==> src/rtl/conv1_pkg.sv <==
// conv1 layer sequencer shared types and constants.
// State encoding, default geometry, derived output size, weight counts.
package conv1_pkg;

    typedef enum logic [2:0] {
        S_IDLE  = 3'd0,
        S_LOAD  = 3'd1,
        S_WAIT  = 3'd2,
        S_SWEEP = 3'd3,
        S_DONE  = 3'd4
    } state_t;

    localparam int IMG_W_DEF  = 28;
    localparam int IMG_H_DEF  = 28;
    localparam int K_DEF      = 3;
    localparam int OUT_W_DEF  = IMG_W_DEF - K_DEF + 1;
    localparam int OUT_H_DEF  = IMG_H_DEF - K_DEF + 1;
    localparam int BANKS_DEF  = 3;
    localparam int W_PER_BANK = 18;
    localparam int W_TOTAL    = W_PER_BANK * BANKS_DEF;

    // ROM_LAT is limited to 1..7, so a 3-bit wait counter suffices.
    localparam int LAT_W = 3;

    function automatic int out_dim(input int img, input int k);
        return img - k + 1;
    endfunction

endpackage

==> src/rtl/conv1_win_cnt.sv <==
// Raster row/col counter for conv1 output windows.
// Ports: clk, rst, clr, adv in; row, col, last (final position) out.
module conv1_win_cnt #(
    parameter int OUT_W = 26,
    parameter int OUT_H = 26,
    parameter int ROW_W = 5,
    parameter int COL_W = 5
) (
    input  logic             clk,
    input  logic             rst,
    input  logic             clr,
    input  logic             adv,
    output logic [ROW_W-1:0] row,
    output logic [COL_W-1:0] col,
    output logic             last
);

    logic col_end;
    logic row_end;

    assign col_end = (col == COL_W'(OUT_W - 1));
    assign row_end = (row == ROW_W'(OUT_H - 1));
    assign last    = col_end && row_end;

    // Advancing past the final position wraps to (0,0), ready for the next bank.
    always_ff @(posedge clk) begin
        if (rst || clr) begin
            row <= '0;
            col <= '0;
        end else if (adv) begin
            if (col_end) begin
                col <= '0;
                row <= row_end ? '0 : row + 1'b1;
            end else begin
                col <= col + 1'b1;
            end
        end
    end

endmodule

==> src/rtl/conv1_sched.sv <==
// conv1 sequencer: per bank, strobe ROM load, wait ROM latency, sweep windows.
// Ports: clk, rst, start, abort, win_ready in; busy, done, bank_sel, rom_start_flag, win_* out.
module conv1_sched
    import conv1_pkg::*;
#(
    parameter int IMG_W   = IMG_W_DEF,
    parameter int IMG_H   = IMG_H_DEF,
    parameter int K       = K_DEF,
    parameter int BANKS   = BANKS_DEF,
    parameter int ROM_LAT = 1,
    parameter int ROW_W   = 5,
    parameter int COL_W   = 5,
    parameter int BANK_W  = 2
) (
    input  logic              clk,
    input  logic              rst,
    input  logic              start,
    input  logic              abort,
    output logic              busy,
    output logic              done,
    output logic [BANK_W-1:0] bank_sel,
    output logic              rom_start_flag,
    output logic              win_valid,
    input  logic              win_ready,
    output logic [ROW_W-1:0]  win_row,
    output logic [COL_W-1:0]  win_col,
    output logic [BANK_W-1:0] win_bank,
    output logic              win_last,
    output logic              layer_last
);

    localparam int OUT_W = out_dim(IMG_W, K);
    localparam int OUT_H = out_dim(IMG_H, K);

    state_t            state, state_n;
    logic [BANK_W-1:0] bank, bank_n;
    logic [LAT_W-1:0]  wcnt, wcnt_n;
    logic              cnt_clr, cnt_adv;
    logic              hs, last, last_bank;

    conv1_win_cnt #(
        .OUT_W (OUT_W),
        .OUT_H (OUT_H),
        .ROW_W (ROW_W),
        .COL_W (COL_W)
    ) u_cnt (
        .clk  (clk),
        .rst  (rst),
        .clr  (cnt_clr),
        .adv  (cnt_adv),
        .row  (win_row),
        .col  (win_col),
        .last (last)
    );

    assign hs        = (state == S_SWEEP) && win_ready;
    assign last_bank = (bank == BANK_W'(BANKS - 1));

    assign busy           = (state != S_IDLE);
    assign done           = (state == S_DONE);
    assign rom_start_flag = (state == S_LOAD);
    assign win_valid      = (state == S_SWEEP);
    assign bank_sel       = bank;
    assign win_bank       = bank;
    assign win_last       = win_valid && last;
    assign layer_last     = win_valid && last && last_bank;

    always_ff @(posedge clk) begin
        if (rst) begin
            state <= S_IDLE;
            bank  <= '0;
            wcnt  <= '0;
        end else begin
            state <= state_n;
            bank  <= bank_n;
            wcnt  <= wcnt_n;
        end
    end

    always_comb begin
        state_n = state;
        bank_n  = bank;
        wcnt_n  = wcnt;
        cnt_clr = 1'b0;
        cnt_adv = 1'b0;
        case (state)
            S_IDLE: begin
                if (start) begin
                    state_n = S_LOAD;
                    bank_n  = '0;
                    cnt_clr = 1'b1;
                end
            end
            S_LOAD: begin
                wcnt_n  = LAT_W'(ROM_LAT - 1);
                state_n = S_WAIT;
            end
            S_WAIT: begin
                if (wcnt == '0) state_n = S_SWEEP;
                else            wcnt_n  = wcnt - 1'b1;
            end
            S_SWEEP: begin
                if (hs) begin
                    // Counter wraps to (0,0) on the last window by itself.
                    cnt_adv = 1'b1;
                    if (last) begin
                        if (last_bank) begin
                            state_n = S_DONE;
                        end else begin
                            bank_n  = bank + 1'b1;
                            state_n = S_LOAD;
                        end
                    end
                end
            end
            S_DONE:  state_n = S_IDLE;
            default: state_n = S_IDLE;
        endcase
        // Cancel drops the in-flight handshake and all progress.
        if (abort && state != S_IDLE) begin
            state_n = S_IDLE;
            bank_n  = '0;
            wcnt_n  = '0;
            cnt_adv = 1'b0;
            cnt_clr = 1'b1;
        end
    end

endmodule

==> config.mk <==
export PLATFORM = sky130hd
export DESIGN_NAME = conv1_sched
export DESIGN_NICKNAME = d
export VERILOG_FILES = /design/src/rtl/conv1_pkg.sv /design/src/rtl/conv1_win_cnt.sv /design/src/rtl/conv1_sched.sv
export SDC_FILE = /design/constraint.sdc
export NUM_CORES = 1
export LEC_CHECK = 0
export ABC_AREA = 0
export ABC_CLOCK_PERIOD_IN_PS = 4200
export CORE_UTILIZATION = 25
export CTS_BUF_LIST = sky130_fd_sc_hd__clkbuf_4 sky130_fd_sc_hd__clkbuf_8
export DETAILED_ROUTE_END_ITERATION = 8
export PLACE_DENSITY = 0.48
export SLEW_MARGIN = 20
export SYNTH_ARGS = -nofsm -noshare
export SYNTH_HDL_FRONTEND = slang
export SYNTH_SLANG_ARGS = --single-unit
==> constraint.sdc <==
create_clock -name clk -period 4.2 [get_ports clk]
set_clock_uncertainty 0.2 [all_clocks]
set_input_delay 0.84 -clock clk [delete_from_list [all_inputs] [get_ports clk]]
set_output_delay 0.84 -clock clk [all_outputs]
set_load 0.01 [all_outputs]
==> run summary <==
Hold Vio Cnt, Final -> 0
Crit. End Element -> output pin
Mapped Avg Cell Area -> 8.60 um2
Via density -> 4.88
CTS resizes -> 0
routability cong. -> 0.824
WL/cell -> 12.1 um
fin crit share -> 75.3%
P_int -> 316 uW
post-synthesis xor/xnor area fraction -> 6.47%
Layout area overhead -> 29.3%
Max VDD drop -> 0.000196 V
clock latency on the worst-skew pair -> 0.26 ns
Compound-Gate Fraction of Synth Area -> 15.4%
RSZ-0062 raised after global routing -> no
WL final -> 2.38 mm
fin. max-slew vios -> 0
Yosys reg bits -> 18
CTS tree -> built
Mapped Nets -> 138
CTS Root Buffer Type -> clkbuf_8
Pwr per Cell Area -> 322 nW/um2
Sw Ratio -> 30.0%
Die H -> 67.8 um
FILL cells -> 434
Setup violations, final -> 0
post-route ant nets -> 0
Post-synth EDFFs -> 0
Sw Pwr -> 135 uW
min cycle time layout -> 3.16 ns
Synth top cells by count -> dfxtp_1 (18), nor2_1 (15), xor2_1 (8)
IO Port Bufs -> 24
Antenna diodes -> 0
Worst Tran Pin Value -> 0.534 ns
non-filler cells in the finished layout -> 196
row cnt -> 23
Post-CTS Setup Bufs -> 0
drt pass-1 iters -> 4
Num CTS Buffers -> 3
main area contributors after synthesis -> dfxtp_1 (33%), ha_1 (8.1%), xor2_1 (6.5%), nor2_1 (5.2%), nand3_1 (2.8%)
Arrival @ worst endpoint -> 2.12 ns
Synth Area in Simple Gates -> 30.1%
Worst Hold Class -> reg -> reg
fin nets -> 159
Reg clk slew, reported paths -> 0.07 ns
Max-Cap Viols -> 0
vias post-DR -> 957
CTS Buffer Depth -> 2
hpwl dp -> 1.77 mm
layout cells sized above 1 -> 5.48%
Die Area -> 4600 um2
Clk network pwr share -> 32.0%
Cells after Synth -> 126
count leader, synth -> dfxtp_1
Post-Syn Area -> 1080 um2
initial antenna violation count -> 0
core area -> 4090 um2
Cell Count Post-Placement -> 192
mux contribution to synthesized area -> 0.924%
I/O Pins -> 25
Setup Crit Path Kind -> reg -> out
# hold bufs at CTS -> 0
Max-slew headroom -> 64.3%
remaining global-route overflow -> 0
drt drc -> 0
CTS sink cnt -> 18
Reg power frac -> 44.8%
setup_tns -> 0 ns
top_reg_cell synth -> dfxtp_1
Die X -> 67.8 um
fmax -> 316 MHz
largest net degree at the start of global routing -> 18
initial drt markers -> 23
CP required -> 3.16 ns
Total GRT Usage -> 11.4%
Seq/Total Area, Yosys -> 33.3%
largest family of logic cells by synthesized area -> simple AND/OR/NAND/NOR gates
initial core utilization -> 26.5%
CTS HTree Levels -> 1
vias in the first global route -> 872
Leak -> 0.000508 uW
Yosys cell types -> 39
CP Launch Type -> flop
first-pass GRT wire length -> 3.91 mm
adder-cell share of the synthesized area -> 8.08%
Ys Warns -> 0
crit-path max FO -> 7
post-synth top area share -> 33.3%
Comb power frac -> 23.2%
FFs w/ async S/R, synth -> 0%
status -> finished, final reports clean
largest area contributor in the netlist -> dfxtp_1
==> metrics by stage <==
stage,instance area [um2],power (uW),hold slack (ns),utilization [%],worst slack [ns]
global route,1400,479,0.298,34.3,0.857
floorplan,1080,276,0.259,-,1.81
finish,1400,451,0.281,34.3,1.04
detailed placement,1350,312,0.272,32.9,1.29
CTS,1400,459,0.282,34.3,1.03
global placement,1350,309,0.273,32.9,1.37
==> power by group through the flow <==
stage,clock (uW),combinational (uW),sequential [uW]
final,144,105,202
after global routing,159,115,206
after global placement,0,104,205
after detailed placement,0,106,206
after CTS,151,107,202
after floorplan,0,84.6,191
==> worst paths after layout <==
kind,from,to,slack (ns),cells past startpoint
worst max-delay path,u_cnt.col[0]$_SDFFE_PP0P_,layer_last,1.04,6
worst min-delay path,wcnt[1]$_SDFFE_PP0P_,wcnt[1]$_SDFFE_PP0P_,0.28,2
worst max register to register,state[1]$_SDFFE_PP0P_,u_cnt.row[1]$_SDFFE_PP0P_,2.01,4
worst min register to register,wcnt[1]$_SDFFE_PP0P_,wcnt[1]$_SDFFE_PP0P_,0.28,2
==> cell families (layout without fill, tap and decap cells) <==
logic type	Yosys count	in the layout
AND/OR/NAND/NOR	56	56
AO/OA/AOI/OAI	22	22
flip-flops	18	18
buffers and inverters	14	34
XOR/XNOR	8	8
adder cells (fa/ha/maj)	7	7
multiplexers	1	1
==> flip-flops by register name (all words and copies together), names as in the netlist <==
name / flops
wcnt: 3
bank_sel: 2
u_cnt.col: 5
state: 3
u_cnt.row: 5
==> routing by layer <==
| metal | part of all wire (%) | global-route usage, % |
|---|---|---|
| met1 | 48 | 14.9 |
| met2 | 46 | 18.4 |
| met3 | 5.1 | 4.17 |
| met4 | 0.46 | 0.781 |
| met5 | 0 | 0 |
==> worst max-delay path, stage by stage (launching register included) <==
cell             delay (ns)
dfxtp_1                0.42
ha_1                   0.18
and4b_1                0.34
nand2_1                0.11
nor2_1                 0.15
and2_1                 0.14
clkdlybuf4s50_1        0.53
==> placed cells by master, fill, tap and decap left out, types with 4 or more instances in the layout <==
cell             instances
dfxtp_1                 18
nand4_1                  4
a21oi_1                  5
ha_1                     7
xor2_1                   8
nand2b_1                 4
nor2_1                  15
and3_1                   4
inv_1                    6
clkbuf_8                 4
clkdlybuf4s50_1         24
nand3_1                  6
==> area by class of cell <==
cell class	count	area, um2	area share (%)
Timing Repair Buffer	24	240	17.1
Sequential cell	18	360	25.7
Tap cell	50	62.6	4.46
Multi-Input combinational cell	94	661	47.1
Clock buffer	4	55.1	3.93
Inverter	6	22.5	1.61
No activity file was read; power rests on OpenSTA's default activity.
